`config.mk`:
```
export PLATFORM = sky130hd
export DESIGN_NAME = eq_output_serializer
export DESIGN_NICKNAME = d
export VERILOG_FILES = /design/src/rtl/eq_output_serializer.sv
export SDC_FILE = /design/constraint.sdc
export NUM_CORES = 1
export LEC_CHECK = 0
export ABC_AREA = 1
export ABC_CLOCK_PERIOD_IN_PS = 9960
export CAP_MARGIN = 40
export CORE_MARGIN = 3
export CORE_UTILIZATION = 45
export CTS_BUF_LIST = sky130_fd_sc_hd__clkbuf_4 sky130_fd_sc_hd__clkbuf_8
export DETAILED_ROUTE_END_ITERATION = 12
export MAX_ROUTING_LAYER = met4
export PLACE_DENSITY = 0.66
export SLEW_MARGIN = 30
export SYNTH_ARGS = -nofsm -noshare
export SYNTH_HDL_FRONTEND = slang
export SYNTH_SLANG_ARGS = --single-unit
```
`constraint.sdc`:
```
create_clock -name i_clk -period 9.96 [get_ports i_clk]
set_input_delay 1.992 -clock i_clk [delete_from_list [all_inputs] [get_ports i_clk]]
set_output_delay 1.992 -clock i_clk [all_outputs]
set_load 0.02 [all_outputs]
```
`src/rtl/eq_output_serializer.sv`:
```
// Output end of the equalizer: rescales and saturates FIR results, buffers them,
// and streams them as a continuous left-justified two-slot serial frame to the DAC.
module eq_output_serializer #(
  parameter int SHIFT      = 15,
  parameter int CLK_DIV    = 4,
  parameter int FIFO_DEPTH = 4
) (
  input  logic                          i_clk,
  input  logic                          i_rst_n,
  input  logic [43:0]                   i_result,
  input  logic                          i_valid,
  output logic                          o_sclk,
  output logic                          o_lrclk,
  output logic                          o_sdata,
  output logic                          o_sat,
  output logic                          o_overflow,
  output logic                          o_underflow,
  output logic [$clog2(FIFO_DEPTH):0]   o_level
);

  // state   | meaning
  // IDLE    | nothing sent yet; serial outputs held low until the first word arrives
  // RUN     | free-running frame generation; left only through reset

  localparam int AW = $clog2(FIFO_DEPTH);
  localparam int LW = AW + 1;
  localparam int DW = $clog2(CLK_DIV);
  localparam logic [DW-1:0]     DIV_TC  = DW'(CLK_DIV - 1);
  localparam logic signed [44:0] ROUND_C = 45'sd1 <<< (SHIFT - 1);
  localparam logic signed [44:0] SAT_MAX = 45'sd8388607;
  localparam logic signed [44:0] SAT_MIN = -45'sd8388608;

  typedef enum logic {ST_IDLE = 1'b0, ST_RUN = 1'b1} state_t;

  logic              in_valid_q;
  logic [43:0]       in_result_q;
  logic signed [44:0] sum_s;
  logic signed [44:0] shr_s;
  logic [23:0]       s1_data_d;
  logic              s1_clip_d;
  logic              s1_valid_q;
  logic [23:0]       s1_data_q;
  logic              sat_q;

  logic [23:0]       mem_q [FIFO_DEPTH];
  logic [AW:0]       wr_ptr_q;
  logic [AW:0]       rd_ptr_q;
  logic [LW-1:0]     level;
  logic              empty;
  logic              full;
  logic              push;
  logic              push_ok;
  logic              pop;
  logic [23:0]       rd_data;
  logic              ovf_q;

  state_t            state_q, state_d;
  logic [DW-1:0]     div_q, div_d;
  logic              sclk_q, sclk_d;
  logic [5:0]        bit_q, bit_d;
  logic [23:0]       word_q, word_d;
  logic              sdata_q, sdata_d;
  logic              lrclk_q, lrclk_d;
  logic              udf_q, udf_d;
  logic [5:0]        bit_n;
  logic [23:0]       next_word;
  logic [4:0]        pos;

  always_ff @(posedge i_clk) begin
    if (!i_rst_n) begin
      in_valid_q  <= 1'b0;
      in_result_q <= '0;
    end else begin
      in_valid_q <= i_valid;
      if (i_valid) in_result_q <= i_result;
    end
  end

  always_comb begin
    sum_s     = $signed({in_result_q[43], in_result_q}) + ROUND_C;
    shr_s     = sum_s >>> SHIFT;
    s1_clip_d = 1'b0;
    s1_data_d = shr_s[23:0];
    if (shr_s > SAT_MAX) begin
      s1_data_d = 24'h7FFFFF;
      s1_clip_d = 1'b1;
    end else if (shr_s < SAT_MIN) begin
      s1_data_d = 24'h800000;
      s1_clip_d = 1'b1;
    end
  end

  always_ff @(posedge i_clk) begin
    if (!i_rst_n) begin
      s1_valid_q <= 1'b0;
      s1_data_q  <= '0;
      sat_q      <= 1'b0;
    end else begin
      s1_valid_q <= in_valid_q;
      sat_q      <= in_valid_q & s1_clip_d;
      if (in_valid_q) s1_data_q <= s1_data_d;
    end
  end

  // A full FIFO still accepts a write when the serializer pops in the same cycle.
  assign level   = wr_ptr_q - rd_ptr_q;
  assign empty   = (level == '0);
  assign full    = (level == LW'(FIFO_DEPTH));
  assign rd_data = mem_q[rd_ptr_q[AW-1:0]];
  assign push    = s1_valid_q;
  assign push_ok = push && (!full || pop);

  always_ff @(posedge i_clk) begin
    if (push_ok) mem_q[wr_ptr_q[AW-1:0]] <= s1_data_q;
  end

  always_ff @(posedge i_clk) begin
    if (!i_rst_n) begin
      wr_ptr_q <= '0;
      rd_ptr_q <= '0;
      ovf_q    <= 1'b0;
    end else begin
      if (push_ok) wr_ptr_q <= wr_ptr_q + 1'b1;
      if (pop)     rd_ptr_q <= rd_ptr_q + 1'b1;
      if (push && full && !pop) ovf_q <= 1'b1;
    end
  end

  always_ff @(posedge i_clk) begin
    if (!i_rst_n) state_q <= ST_IDLE;
    else          state_q <= state_d;
  end

  always_comb begin
    state_d = state_q;
    if (state_q == ST_IDLE && !empty) state_d = ST_RUN;
  end

  always_comb begin
    pop       = 1'b0;
    div_d     = div_q;
    sclk_d    = sclk_q;
    bit_d     = bit_q;
    word_d    = word_q;
    sdata_d   = sdata_q;
    lrclk_d   = lrclk_q;
    udf_d     = udf_q;
    bit_n     = bit_q + 6'd1;
    next_word = word_q;
    pos       = bit_n[4:0];
    case (state_q)
      ST_IDLE: begin
        if (!empty) begin
          pop     = 1'b1;
          word_d  = rd_data;
          bit_d   = '0;
          sdata_d = rd_data[23];
          lrclk_d = 1'b0;
          div_d   = '0;
          sclk_d  = 1'b0;
        end
      end
      ST_RUN: begin
        if (div_q == DIV_TC) begin
          div_d  = '0;
          sclk_d = ~sclk_q;
          // Falling toggle: advance the slot position and present the next bit.
          if (sclk_q) begin
            if (bit_n == 6'd0) begin
              if (empty) begin
                next_word = '0;
                udf_d     = 1'b1;
              end else begin
                pop       = 1'b1;
                next_word = rd_data;
              end
            end
            bit_d   = bit_n;
            lrclk_d = bit_n[5];
            word_d  = next_word;
            sdata_d = (pos < 5'd24) ? next_word[5'd23 - pos] : 1'b0;
          end
        end else begin
          div_d = div_q + 1'b1;
        end
      end
      default: ;
    endcase
  end

  always_ff @(posedge i_clk) begin
    if (!i_rst_n) begin
      div_q   <= '0;
      sclk_q  <= 1'b0;
      bit_q   <= '0;
      word_q  <= '0;
      sdata_q <= 1'b0;
      lrclk_q <= 1'b0;
      udf_q   <= 1'b0;
    end else begin
      div_q   <= div_d;
      sclk_q  <= sclk_d;
      bit_q   <= bit_d;
      word_q  <= word_d;
      sdata_q <= sdata_d;
      lrclk_q <= lrclk_d;
      udf_q   <= udf_d;
    end
  end

  assign o_sclk      = sclk_q;
  assign o_lrclk     = lrclk_q;
  assign o_sdata     = sdata_q;
  assign o_sat       = sat_q;
  assign o_overflow  = ovf_q;
  assign o_underflow = udf_q;
  assign o_level     = level;

endmodule

```
After elaboration in Yosys (flattened, before gate mapping)
Memories as Yosys holds them, arrays and structs flattened. A register that Yosys moved wholly into a read port is not among the register bits.
Index checks and enable logic that the tools add are counted.
Word-level totals
  register bits: 115
  logic and storage cells: 91
  memories kept: 1
  bits in writable memories: 96
  output and inout port bits: 9
  input bits: 47
Operators by class
  equal/unequal tests: 5
  reductions and logical operators: 13
  bitwise gates (word level): 3
  multiplexer cells: 42
  $add $sub $neg: 7
  order comparisons: 4
Memory list
  mem_q: depth 4, bits a word 24, rd ports 1, clocked after memory_dff 1, write ports 1, line 45  | logic [23:0] mem_q [FIFO_DEPTH];
Operators by type and width (number)
  $mux W24: 10
  $pmux W24 S2: 1
  $add A44 B16 Y45 const B: 1
  $gt A30 B24 Y1 const B: 1
  $lt A30 B24 Y1 const B: 1
  $mux W6: 3
  $mux W1: 17
  $pmux W6 S2: 1
  $mux W2: 4
  $pmux W1 S2: 4
  $add A3 B1 Y3 const B: 2
  $add A6 B1 Y6 const B: 1
  $logic_not A6 Y1: 1
  $lt A5 B6 Y1 const B: 1
  $bmux W1 S5: 1
  $lt A5 B5 Y1 const B: 1
  $reduce_and A5 Y1: 1
  $sub A5 B5 Y5 const A: 1
  $logic_and A1 B1 Y1: 4
  $ne A2 B1 Y1 const B: 2
  $pmux W2 S2: 1
  $eq A3 B3 Y1 const B: 1
  $logic_not A1 Y1: 3
  $logic_not A3 Y1: 1
  other kinds (9): 10

Longest topological paths before layout
  word-level depth: 13
  mapped depth: 18
  depth with buffers taken out: 17

Least setup slack after synthesis
Ideal clock, no wire load.
  path type: flip-flop to output port
  start: reg wr_ptr_q[0]
  end: out o_level[2]
  slack: 6677 ps
  stages on the path, launching flop included: 7
  path buffers: 0
  arrival time: 1291 ps
  data required time: 7968 ps
  cell sequence: dfxtp_1 > inv_1 > ha_1 > fa_1 > inv_1 > nand2_1 > nand2_1
On the way
  cells in the longest elaborated chain, start to end: 1
Ends and longest elaborated chain
  start: declaration: line 46  | logic [AW:0] wr_ptr_q;
  start signal: assignment: line 123  | if (push_ok) wr_ptr_q <= wr_ptr_q + 1'b1;
  $sub A3 B3 Y3: line 106  | assign level = wr_ptr_q - rd_ptr_q;
  end: declaration: line 18  | output logic [$clog2(FIFO_DEPTH):0] o_level
Every way passes these cells.

Final worst setup path
Ends and elaborated chain as after synthesis.

==> impl_metrics.json <==
{
  "yosysWarnings": 0,
  "critPathTopFamily": "buffers and inverters",
  "ctsResizeCount": 0,
  "cp-end-kind": "output port",
  "diodes": 0,
  "root_buffer": "clkbuf_8",
  "core_um2": 19800,
  "grt-ovfl-total": 0,
  "drv_cap": 0,
  "vdd_drop_max_mv": 0.101,
  "design_area_um2": 10300,
  "yosys.area.top_type_share_pct": 31.2,
  "drcViolationCount": 0,
  "ant_nets": 0,
  "drv_slew": 0,
  "syn-cell-area_um2": 9240,
  "cts_made_buffers": 17,
  "drive_gt1_share_pct": 8.81,
  "fin_crit_ns": 4.41,
  "finalCritPeriodShare_pct": 44.2,
  "pre_cts_ws_ns": 5.70,
  "drtIter0Drc": 379,
  "ctsLongestPathBuffers": 2,
  "ctsHoldBuffers": 0,
  "tightest_slew_ns": 0.785,
  "muxShareOfSynthArea_pct": 0,
  "dpl_cell_area_um2": 9840,
  "first_pass_iters": 5,
  "die_area_um2": 22300,
  "antenna_found_initial": 0,
  "vias_per_cell": 5.19,
  "syn_inst": 1081,
  "nNetsFinal": 1158,
  "path_clk_slew_ns": 0.11,
  "place_hpwl_mm": 13.0,
  "post_cts_buffers": 0,
  "yosysUniqueCellTypes": 41,
  "report.final.hold_viol_count": 0,
  "synth_compound_area_share_pct": 14.3,
  "slowest_delay_ns": 0.61,
  "wl_per_cell_um": 14.5,
  "wirelength_mm": 20.0,
  "relSlewSlack_pct": 47.5,
  "path_class": "reg2out",
  "cts_sinks": 198,
  "hold_start": "o_overflow",
  "start_kind": "flip-flop",
  "cp.arrival_ns": 2.41,
  "synthSimpleGateAreaFrac_pct": 20.9,
  "die_h_um": 149,
  "cts_tree": "done",
  "rsz0062_at_grt": "no",
  "synth_xor_area_share_pct": 2.63,
  "worst_slack_ns": 5.55,
  "ys_seq_area_share_pct": 53.3,
  "synth_top_family_by_area": "simple AND/OR/NAND/NOR gates",
  "status": "finished, final reports clean",
  "first_global_vias": 6633,
  "worstReg2RegStart": "bit_q[0]",
  "ioPinCount": 56,
  "cp-startpoint": "wr_ptr_q[0]",
  "yosys_register_bits": 198,
  "p_leak_nw": 3.96,
  "syn-num-nets": 1140,
  "utilization_pct": 52.1,
  "place.gp.congestion": 0.862,
  "grt_pass1_wl_mm": 33.0,
  "cp_max_fo": 5,
  "p_per_area_nw_per_um2": 212,
  "clock_latency_ns": 0.46,
  "die_w_um": 149,
  "initial_utilization_pct": 46.7,
  "setup_violations": 0,
  "path_buf_inv": 3,
  "core.rowCount": 51,
  "worstPathCellList": "inv_1 -> ha_1 -> fa_1 -> inv_1 -> nand2_1 -> nand2_1 -> clkdlybuf4s50_1",
  "track_usage_pct": 19.1,
  "synth_area_per_cell_um2": 8.54,
  "synthToLayoutAreaGrowth_pct": 11.6,
  "vias": 7148,
  "hold_slack_ns": 0.455,
  "htreeDepth": 4,
  "grt_max_degree": 79,
  "synth_largest_area_cell": "edfxtp_1",
  "fmax_ghz": 0.227,
  "cp.required_ns": 7.97,
  "setup_tns_ns": 0,
  "synthTopCellsByArea": "edfxtp_1 (31%), dfxtp_1 (22%), nand2_1 (6.9%)",
  "port_buffers": 41,
  "skew_ns": 0.0155,
  "min_path_type": "reg2reg",
  "synth_fa_ha_area_share_pct": 1.71,
  "crit_slowest_cell": "clkdlybuf4s50_1"
}
## layout by cell type, fill, tap and decap left out, types with 4 or more instances in the layout
master,instances
nand3_1,62
nor2_2,27
inv_2,6
nor2_1,137
inv_1,103
buf_4,10
nand2_1,171
nand2_2,4
o211ai_1,15
o21ai_0,125
inv_6,4
nand4_1,11
a21oi_1,60
nor3_2,4
xor2_1,21
clkdlybuf4s50_1,40
o22ai_1,15
clkbuf_8,17
nor2_4,4
nor3_1,12
edfxtp_1,96
o32ai_1,15
dfxtp_1,102
ha_1,11
## worst min-delay path: cells and delay by family, from the launching register on
family                 cells  cell delay [ns]
flip-flops                 1             0.32
buffers and inverters      1             0.05
AO/OA/AOI/OAI              1             0.05
## path summary, 6_finish.rpt
path | end | slack, ns | depth (start not counted)
setup / recovery | o_level[2] | 5.55 | 7
setup reg to reg | mem_q[2][18] | 5.86 | 13
hold / removal | o_overflow | 0.45 | 2
hold reg to reg | o_overflow | 0.45 | 2
## flip-flops by register name (all words and copies together), names as in the netlist, 2 cells and up, named ones only
register,count
wr_ptr_q,3
bit_q,6
mem_q,96
in_result_q,30
s1_data_q,24
rd_ptr_q,3
div_q,2
word_q,24
## synth_stat cells, drive strengths merged
cell type / instances
nand2: 175
nor2: 168
o21ai: 128
inv: 109
dfxtp: 102
edfxtp: 96
nand3: 63
a21oi: 60
clkbuf: 43
xor2: 23
nor3: 17
o211ai: 15
o22ai: 15
o32ai: 15
buf: 14
ha: 11
nand4: 11
nor4: 3
xnor2: 3
a31oi: 2
nor3b: 2
a221oi: 1
a22o: 1
and3: 1
fa: 1
nand2b: 1
o22a: 1
## report_power, final
group	internal, mW	switching [mW]	total [mW]
Combinational	0.226	0.465	0.691
Sequential	0.942	0.0398	0.982
Clock	0.214	0.302	0.516
Total	1.38	0.807	2.19
## area by class of cell
class / count / area (µm²)
Fill cell: 1916 / 9470
Sequential cell: 198 / 4920
Multi-Input combinational cell: 717 / 3670
Timing Repair Buffer: 56 / 569
Inverter: 109 / 409
Tap cell: 265 / 332
Clock buffer: 18 / 241
Clock inverter: 14 / 166
## through the flow
stage / instances / total power [mW]
finish: 1377 / 2.19
global route: 1377 / 2.34
CTS: 1374 / 2.20
detailed placement: 1342 / 1.68
global placement: 1340 / 1.66
floorplan: 1081 / 1.49
## layer usage
layer | part of all wire (%) | vias up | track usage [%]
li1 | - | 3671 | -
met1 | 46 | 3292 | 24.2
met2 | 48 | 164 | 31.4
met3 | 4.6 | 21 | 3.46
met4 | 1.4 | 0 | 5.77
met5 | 0 | - | -
## logic make-up (layout without fill, tap and decap cells)
group | Yosys count | in the layout
simple gates | 441 | 441
compound gates | 238 | 238
flops | 198 | 198
buf+inv | 166 | 197
xor+xnor | 26 | 26
fa+ha+maj | 12 | 12
Note: power is estimated with default switching activity, not from simulation.
